==> src/rtl/multicycle_control_pkg.sv <==
// legv8_ctrl_pkg: shared types and constants for the LEGv8 multi-cycle control slice.
//   state_e  - sequencer states (FETCH, DECODE, EXEC, MEM, WB, HALT)
//   iclass_e - decoded instruction class
//   ALU_*    - aluop encodings driven to the ALU
//   SIGN_*   - signop encodings driven to the sign-extender
//   PAT_*    - opcode (IR[31:21]) wildcard patterns
//   classify - opcode -> instruction class, first match wins
package legv8_ctrl_pkg;

    typedef enum logic [2:0] {
        ST_FETCH,
        ST_DECODE,
        ST_EXEC,
        ST_MEM,
        ST_WB,
        ST_HALT
    } state_e;

    typedef enum logic [3:0] {
        CL_ILLEGAL,
        CL_ANDREG,
        CL_ORRREG,
        CL_ADDREG,
        CL_SUBREG,
        CL_ADDIMM,
        CL_SUBIMM,
        CL_LDUR,
        CL_STUR,
        CL_CBZ,
        CL_B
    } iclass_e;

    localparam logic [3:0] ALU_AND   = 4'b0000;
    localparam logic [3:0] ALU_ORR   = 4'b0001;
    localparam logic [3:0] ALU_ADD   = 4'b0010;
    localparam logic [3:0] ALU_SUB   = 4'b0110;
    localparam logic [3:0] ALU_PASSB = 4'b0111;

    localparam logic [1:0] SIGN_I  = 2'b00;
    localparam logic [1:0] SIGN_D  = 2'b01;
    localparam logic [1:0] SIGN_B  = 2'b10;
    localparam logic [1:0] SIGN_CB = 2'b11;

    localparam logic [10:0] PAT_LDUR   = 11'b??111000010;
    localparam logic [10:0] PAT_STUR   = 11'b??111000000;
    localparam logic [10:0] PAT_ANDREG = 11'b?0001010???;
    localparam logic [10:0] PAT_ORRREG = 11'b?0101010???;
    localparam logic [10:0] PAT_ADDREG = 11'b?0?01011???;
    localparam logic [10:0] PAT_SUBREG = 11'b?1?01011???;
    localparam logic [10:0] PAT_ADDIMM = 11'b?0?10001???;
    localparam logic [10:0] PAT_SUBIMM = 11'b?1?10001???;
    localparam logic [10:0] PAT_CBZ    = 11'b?011010????;
    localparam logic [10:0] PAT_B      = 11'b?00101?????;

    // Item order sets priority: memory ops, then R-type, I-type, CBZ, B.
    function automatic iclass_e classify(input logic [10:0] op);
        iclass_e c;
        c = CL_ILLEGAL;
        casez (op)
            PAT_LDUR:   c = CL_LDUR;
            PAT_STUR:   c = CL_STUR;
            PAT_ANDREG: c = CL_ANDREG;
            PAT_ORRREG: c = CL_ORRREG;
            PAT_ADDREG: c = CL_ADDREG;
            PAT_SUBREG: c = CL_SUBREG;
            PAT_ADDIMM: c = CL_ADDIMM;
            PAT_SUBIMM: c = CL_SUBIMM;
            PAT_CBZ:    c = CL_CBZ;
            PAT_B:      c = CL_B;
            default:    c = CL_ILLEGAL;
        endcase
        return c;
    endfunction

endpackage

==> src/rtl/multicycle_control_decode.sv <==
// mc_decode: combinational opcode decoder for the multi-cycle LEGv8 control.
// Ports:
//   opcode  in  11  IR[31:21] (live in DECODE, latched copy afterwards)
//   iclass  out     instruction class
//   aluop   out  4  ALU operation for the class
//   alusrc  out  1  ALU B from sign-extended immediate
//   reg2loc out  1  Rt as second read register
//   signop  out  2  sign-extender format
module mc_decode
    import legv8_ctrl_pkg::*;
(
    input  logic [10:0] opcode,
    output iclass_e     iclass,
    output logic [3:0]  aluop,
    output logic        alusrc,
    output logic        reg2loc,
    output logic [1:0]  signop
);

    always_comb begin
        iclass  = classify(opcode);
        aluop   = ALU_AND;
        alusrc  = 1'b0;
        reg2loc = 1'b0;
        signop  = SIGN_I;
        unique case (iclass)
            CL_ANDREG: aluop = ALU_AND;
            CL_ORRREG: aluop = ALU_ORR;
            CL_ADDREG: aluop = ALU_ADD;
            CL_SUBREG: aluop = ALU_SUB;
            CL_ADDIMM: begin
                aluop  = ALU_ADD;
                alusrc = 1'b1;
            end
            CL_SUBIMM: begin
                aluop  = ALU_SUB;
                alusrc = 1'b1;
            end
            CL_LDUR: begin
                aluop  = ALU_ADD;
                alusrc = 1'b1;
                signop = SIGN_D;
            end
            CL_STUR: begin
                aluop   = ALU_ADD;
                alusrc  = 1'b1;
                reg2loc = 1'b1;
                signop  = SIGN_D;
            end
            CL_CBZ: begin
                aluop   = ALU_PASSB;
                reg2loc = 1'b1;
                signop  = SIGN_CB;
            end
            CL_B:       signop = SIGN_B;
            default: ;
        endcase
    end

endmodule

==> config.mk <==
export PLATFORM = sky130hd
export DESIGN_NAME = mc_decode
export DESIGN_NICKNAME = d
export VERILOG_FILES = /design/src/rtl/multicycle_control_pkg.sv /design/src/rtl/multicycle_control_decode.sv
export SDC_FILE = /design/constraint.sdc
export NUM_CORES = 1
export LEC_CHECK = 0
export BUFFER_PORTS_ARGS = -buffer_cell sky130_fd_sc_hd__buf_4
export CORE_AREA = 2 2 39 41
export DETAILED_ROUTE_END_ITERATION = 7
export DIE_AREA = 0 0 41 43
export PLACE_DENSITY = 0.6
export SYNTH_ARGS = -nofsm -noshare
export SYNTH_HDL_FRONTEND = slang
export SYNTH_SLANG_ARGS = --single-unit
==> constraint.sdc <==
create_clock -name vclk -period 3.3
set_input_delay 0.66 -clock vclk [all_inputs]
set_output_delay 0.66 -clock vclk [all_outputs]
set_load 0.01 [all_outputs]
==> results of run 1 <==
[synthesized netlist by cell type (2+ instances only)]
cell type,instances,area share (%)
sky130_fd_sc_hd__nand2b_1,3,6.3
sky130_fd_sc_hd__a21oi_1,2,3.3
sky130_fd_sc_hd__nor2_1,2,2.5
sky130_fd_sc_hd__nand2_1,3,3.8
sky130_fd_sc_hd__nor2b_1,2,4.2
sky130_fd_sc_hd__nand3b_1,2,5.0
[through the flow]
stage	worst slack (ns)	utilization (%)	hold WS [ns]	std cells
after floorplan	1.05	-	1.37	40
after global placement	0.759	33.9	1.64	76
after detailed placement	0.756	33.9	1.64	76
after CTS	0.752	33.9	1.64	76
after global routing	0.704	33.9	1.66	76
final	0.766	33.9	1.65	76
[per-layer routing]
layer	up-vias	track usage, %	share of wire [%]
met5	-	0	0
met4	0	0	0
met3	0	0	4.6
met2	10	13.8	48
met1	170	13.6	48
li1	201	-	-
[cells by family (layout without fill, tap and decap cells)]
family	Yosys count	after routing	share of synthesized area (%)
buf+inv	2	22	3.77
mux	1	1	3.35
compound gates	13	13	33.9
simple gates	23	23	57.7
other cells	1	1	1.25
[area by class of cell]
class                      instances  share of cell area (%)
inverter                           1                   0.800
multi-input combinational         38                    61.3
tap                               16                    4.27
timing repair buffer              21                    33.6
[worst max-delay path, cell delays in order]
cell and delay (ns):
sky130_fd_sc_hd__buf_4 0.14, sky130_fd_sc_hd__or3b_4 0.41, sky130_fd_sc_hd__a211o_1 0.30, sky130_fd_sc_hd__a31o_1 0.23, sky130_fd_sc_hd__buf_4 0.14
[final timing paths]
check | start | end | slack (ns) | cells after the start
max | opcode[6] | aluop[2] | 0.77 | 5
min | opcode[5] | alusrc | 1.65 | 3
[power breakdown]
| part | internal [µW] | total, µW | switching [µW] |
|---|---|---|---|
| clock network | 0 | 0 | 0 |
| registers | 0 | 0 | 0 |
| logic | 21.6 | 40.3 | 18.7 |
==> qor.csv, run 1 <==
metric,value,unit
post-layout minimum cycle time,2.53,ns
sequential area share after synthesis,0,%
yosys synthesis warning count,0,
number of flip-flops and latches,0,
post-CTS repair timing setup buffer count,0,
layout overhead on the synthesized area,56.9,%
core area,0.00138,mm²
DPL Wire Length,663,µm
most common library cell in the layout ignoring fill and taps,sky130_fd_sc_hd__buf_4,
max-slew violation count,0,
detailed-route wire length per cell,10.8,µm
number of nets produced by synthesis,51,
setup repair after global routing missed its margin,no,
gr ovfl total,0,
outcome,"finished, final reports clean",
reported leakage power,0.000208,µW
critical path endpoint category,output port,
Total Power,40.3,µW
type of the worst min-delay path,in -> out,
IO buf count,21,
global router's overall resource usage,8.69,%
standard cell area after detailed placement,469,µm²
area taken by multi-input logic gates,288,µm²
maximum ir drop on the vdd rail,0.0405,mV
Antenna Violating Nets Remaining,0,
router iterations before antenna repair,2,
number of violations of the max-capacitance limit,0,
Post-Syn Area per Cell,7.48,µm²
CP startpoint kind,primary input,
final antenna diode count,0,
required time of the worst setup path,2.64,ns
setup violation total in the final timing report,0,
height of the die,43,µm
netlist area before placement,299,µm²
fraction of final layout cells sized beyond drive strength 1,43.3,%
Detailed Route Iter0 Violations,2,
vias,381,
PwrDens,85.9,mW/mm²
post-route setup TNS,0,ns
aggregate routed wire length,820,µm
classification of the worst setup path,in -> out,
# hold bufs at CTS,0,
placer congestion estimate,0.677,
largest net degree at the start of global routing,9,
# clk buffers,0,
initial core utilization,21.6,%
Layout fillers,146,
cell count after synthesis,40,
Die X,41,µm
crit path max fanout,7,
number of cells upsized or downsized after cts,0,
full die area,0.00176,mm²
footprint of the flip-flops and latches,0,µm²
final standard cell area without fillers,469,µm²
wire length of the first global-routing pass,1.17,mm
number of top-level pins,23,
period utilisation layout,76.8,%
via/cell ratio,5.01,
count of unresolved DRC violations after routing,0,
"Hold Violations, Final",0,
number of antenna violations at the first check in global routing,0,
arrival time at the worst endpoint,1.87,ns
vias in the first global route,288,
number of nets in the layout,73,
Placement Rows,14,
synth unique cells,32,
FMAX,395,MHz
"top library cells by usage in the layout, fill and taps aside","sky130_fd_sc_hd__buf_4, sky130_fd_sc_hd__nand2b_1, sky130_fd_sc_hd__nand2_1",
Note: power is estimated with default switching activity, not from simulation.
==> inputs of run 2 (changes only) <==
--- a/config.mk
+++ b/config.mk
@@ -5,11 +5,12 @@
 export SDC_FILE = /design/constraint.sdc
 export NUM_CORES = 1
 export LEC_CHECK = 0
+export ABC_AREA = 1
 export BUFFER_PORTS_ARGS = -buffer_cell sky130_fd_sc_hd__buf_4
 export CORE_AREA = 2 2 39 41
 export DETAILED_ROUTE_END_ITERATION = 7
 export DIE_AREA = 0 0 41 43
-export PLACE_DENSITY = 0.6
+export PLACE_DENSITY = 0.62
 export SYNTH_ARGS = -nofsm -noshare
 export SYNTH_HDL_FRONTEND = slang
 export SYNTH_SLANG_ARGS = --single-unit
==> constraint.sdc (replaced) <==
create_clock -name vclk -period 2.03
set_input_delay 0.406 -clock vclk [all_inputs]
set_output_delay 0.406 -clock vclk [all_outputs]
set_load 0.01 [all_outputs]
==> run 2 against run 1 <==
Via count is 17% higher. Clock-buffer cell count is the same. Critical path depth up 2. Flip-flop and latch count did not move. Cell area is 0.80% lower. Combinational power is 54% higher. First-iteration DRC count increased to 5.0 times the previous value. Final cell count is 38% higher. Area after synthesis fell by 1.3%. Setup slack lost 0.37 ns. Highest routed layer unchanged.
==> qor.csv, run 2 <==
metric,value,unit
outcome,"finished, final reports clean",
max-slew violation count,0,
top-area cell type share of the netlist area,25.4,%
classification of the worst setup path,in -> out,
count of buffering cells on the critical path with inverters included,2,
post-layout minimum cycle time,1.63,ns
number of cells upsized or downsized after cts,0,
family of cells with the greatest summed delay on the critical path,simple AND/OR/NAND/NOR gates,
type of the worst min-delay path,in -> out,
number of flip-flops and latches,0,
CP startpoint kind,primary input,
number of violations of the max-capacitance limit,0,
setup violation total in the final timing report,0,
Post-Syn Area per Cell,4.28,µm²
FMAX,612,MHz
largest net degree at the start of global routing,8,
Layout fillers,165,
PwrDens,133,mW/mm²
wire length of the first global-routing pass,1.34,mm
biggest cell delay along the critical path,0.19,ns
Area contributors post-synth,"sky130_fd_sc_hd__nand2_1, sky130_fd_sc_hd__nor2_1, sky130_fd_sc_hd__nand3_1",
Antenna Violating Nets Remaining,0,
period utilisation layout,80.5,%
cells along the critical path,"buf_4, nor2_1, nand3_2, nand2_2, nor2_1, nand2_1, buf_4",
IO buf count,21,
DPL Wire Length,756,µm
required time of the worst setup path,1.62,ns
layout overhead on the synthesized area,57.6,%
"Hold Violations, Final",0,
Post-synth top cells,"sky130_fd_sc_hd__nand2_1, sky130_fd_sc_hd__nor2_1, sky130_fd_sc_hd__inv_1",
global router's overall resource usage,9.99,%
reported leakage power,0.000326,µW
# hold bufs at CTS,0,
via/cell ratio,4.25,
synth unique cells,13,
most common library cell in the layout ignoring fill and taps,sky130_fd_sc_hd__buf_4,
height of the die,43,µm
most repeated cell in the gate-level netlist after synthesis,sky130_fd_sc_hd__nand2_1,
aggregate routed wire length,832,µm
router iterations before antenna repair,4,
Die X,41,µm
cell count after synthesis,69,
vias in the first global route,352,
number of nets produced by synthesis,80,
cell type contributing the most total cell area after synthesis,sky130_fd_sc_hd__nand2_1,
number of top-level pins,23,
cell type of the slowest stage on the worst timing path,sky130_fd_sc_hd__nand3_2,
setup repair after global routing missed its margin,no,
full die area,0.00176,mm²
final antenna diode count,0,
number of antenna violations at the first check in global routing,0,
Detailed Route Iter0 Violations,10,
critical path endpoint category,output port,
# clk buffers,0,
initial core utilization,21.3,%
sequential area share after synthesis,0,%
"top library cells by usage in the layout, fill and taps aside","sky130_fd_sc_hd__buf_4, sky130_fd_sc_hd__nand2_1, sky130_fd_sc_hd__nor2_1",
post-route setup TNS,0,ns
placer congestion estimate,0.863,
post-CTS repair timing setup buffer count,0,
vias,446,
fraction of final layout cells sized beyond drive strength 1,27.0,%
core area,0.00138,mm²
netlist area before placement,295,µm²
Total Power,61.9,µW
crit path max fanout,7,
footprint of the flip-flops and latches,0,µm²
number of nets in the layout,102,
yosys synthesis warning count,0,
count of unresolved DRC violations after routing,0,
Placement Rows,14,
arrival time at the worst endpoint,1.23,ns
detailed-route wire length per cell,7.92,µm
gr ovfl total,0,
maximum ir drop on the vdd rail,0.0592,mV
## run 2: power breakdown
| group | total, µW | internal [µW] | switching, µW |
|---|---|---|---|
| Clock | 0 | 0 | 0 |
| Combinational | 61.9 | 28.6 | 33.3 |
| Sequential | 0 | 0 | 0 |
| Total | 61.9 | 28.6 | 33.3 |
## run 2: through the flow
step,cell area [µm²],util (%),setup slack [ns],hold slack [ns],instances
final,465,33.6,0.396,1.20,105
after global routing,465,33.6,0.289,1.22,105
after CTS,465,33.6,0.385,1.20,105
after detailed placement,465,33.6,0.389,1.20,105
after global placement,465,33.6,0.393,1.20,105
after floorplan,295,-,0.646,0.976,69
## run 2: worst paths after layout
kind              startpoint   endpoint  depth (start not counted)  slack (ns)
hold / removal     opcode[3]  iclass[0]                          4        1.20
setup / recovery   opcode[6]   aluop[1]                          7        0.40
## run 2: worst min-delay path, stage by stage
cell and delay [ns]:
sky130_fd_sc_hd__buf_4 0.10, sky130_fd_sc_hd__o211ai_1 0.09, sky130_fd_sc_hd__nand3_1 0.09, sky130_fd_sc_hd__buf_4 0.11
## run 2: routing by layer
| metal | share of wire (%) | up-vias | track usage, % |
|---|---|---|---|
| met2 | 53 | 8 | 17.5 |
| li1 | - | 248 | - |
| met1 | 44 | 190 | 13.9 |
| met5 | 0 | - | 0 |
| met3 | 3.2 | 0 | 0 |
| met4 | 0 | 0 | 0 |
## run 2: cells by family after synthesis
logic type,share of synthesized area (%)
buffers and inverters,20.3
and+or+nand+nor,74.2
AOI/OAI and AO/OA,4.24
other,1.27
## run 2: layout make-up
cell class | count | area (µm²) | area share, %
tap | 16 | 20.0 | 4.30
inverter | 14 | 52.6 | 11.3
multi-input combinational | 54 | 235 | 50.5
timing repair buffer | 21 | 158 | 33.9
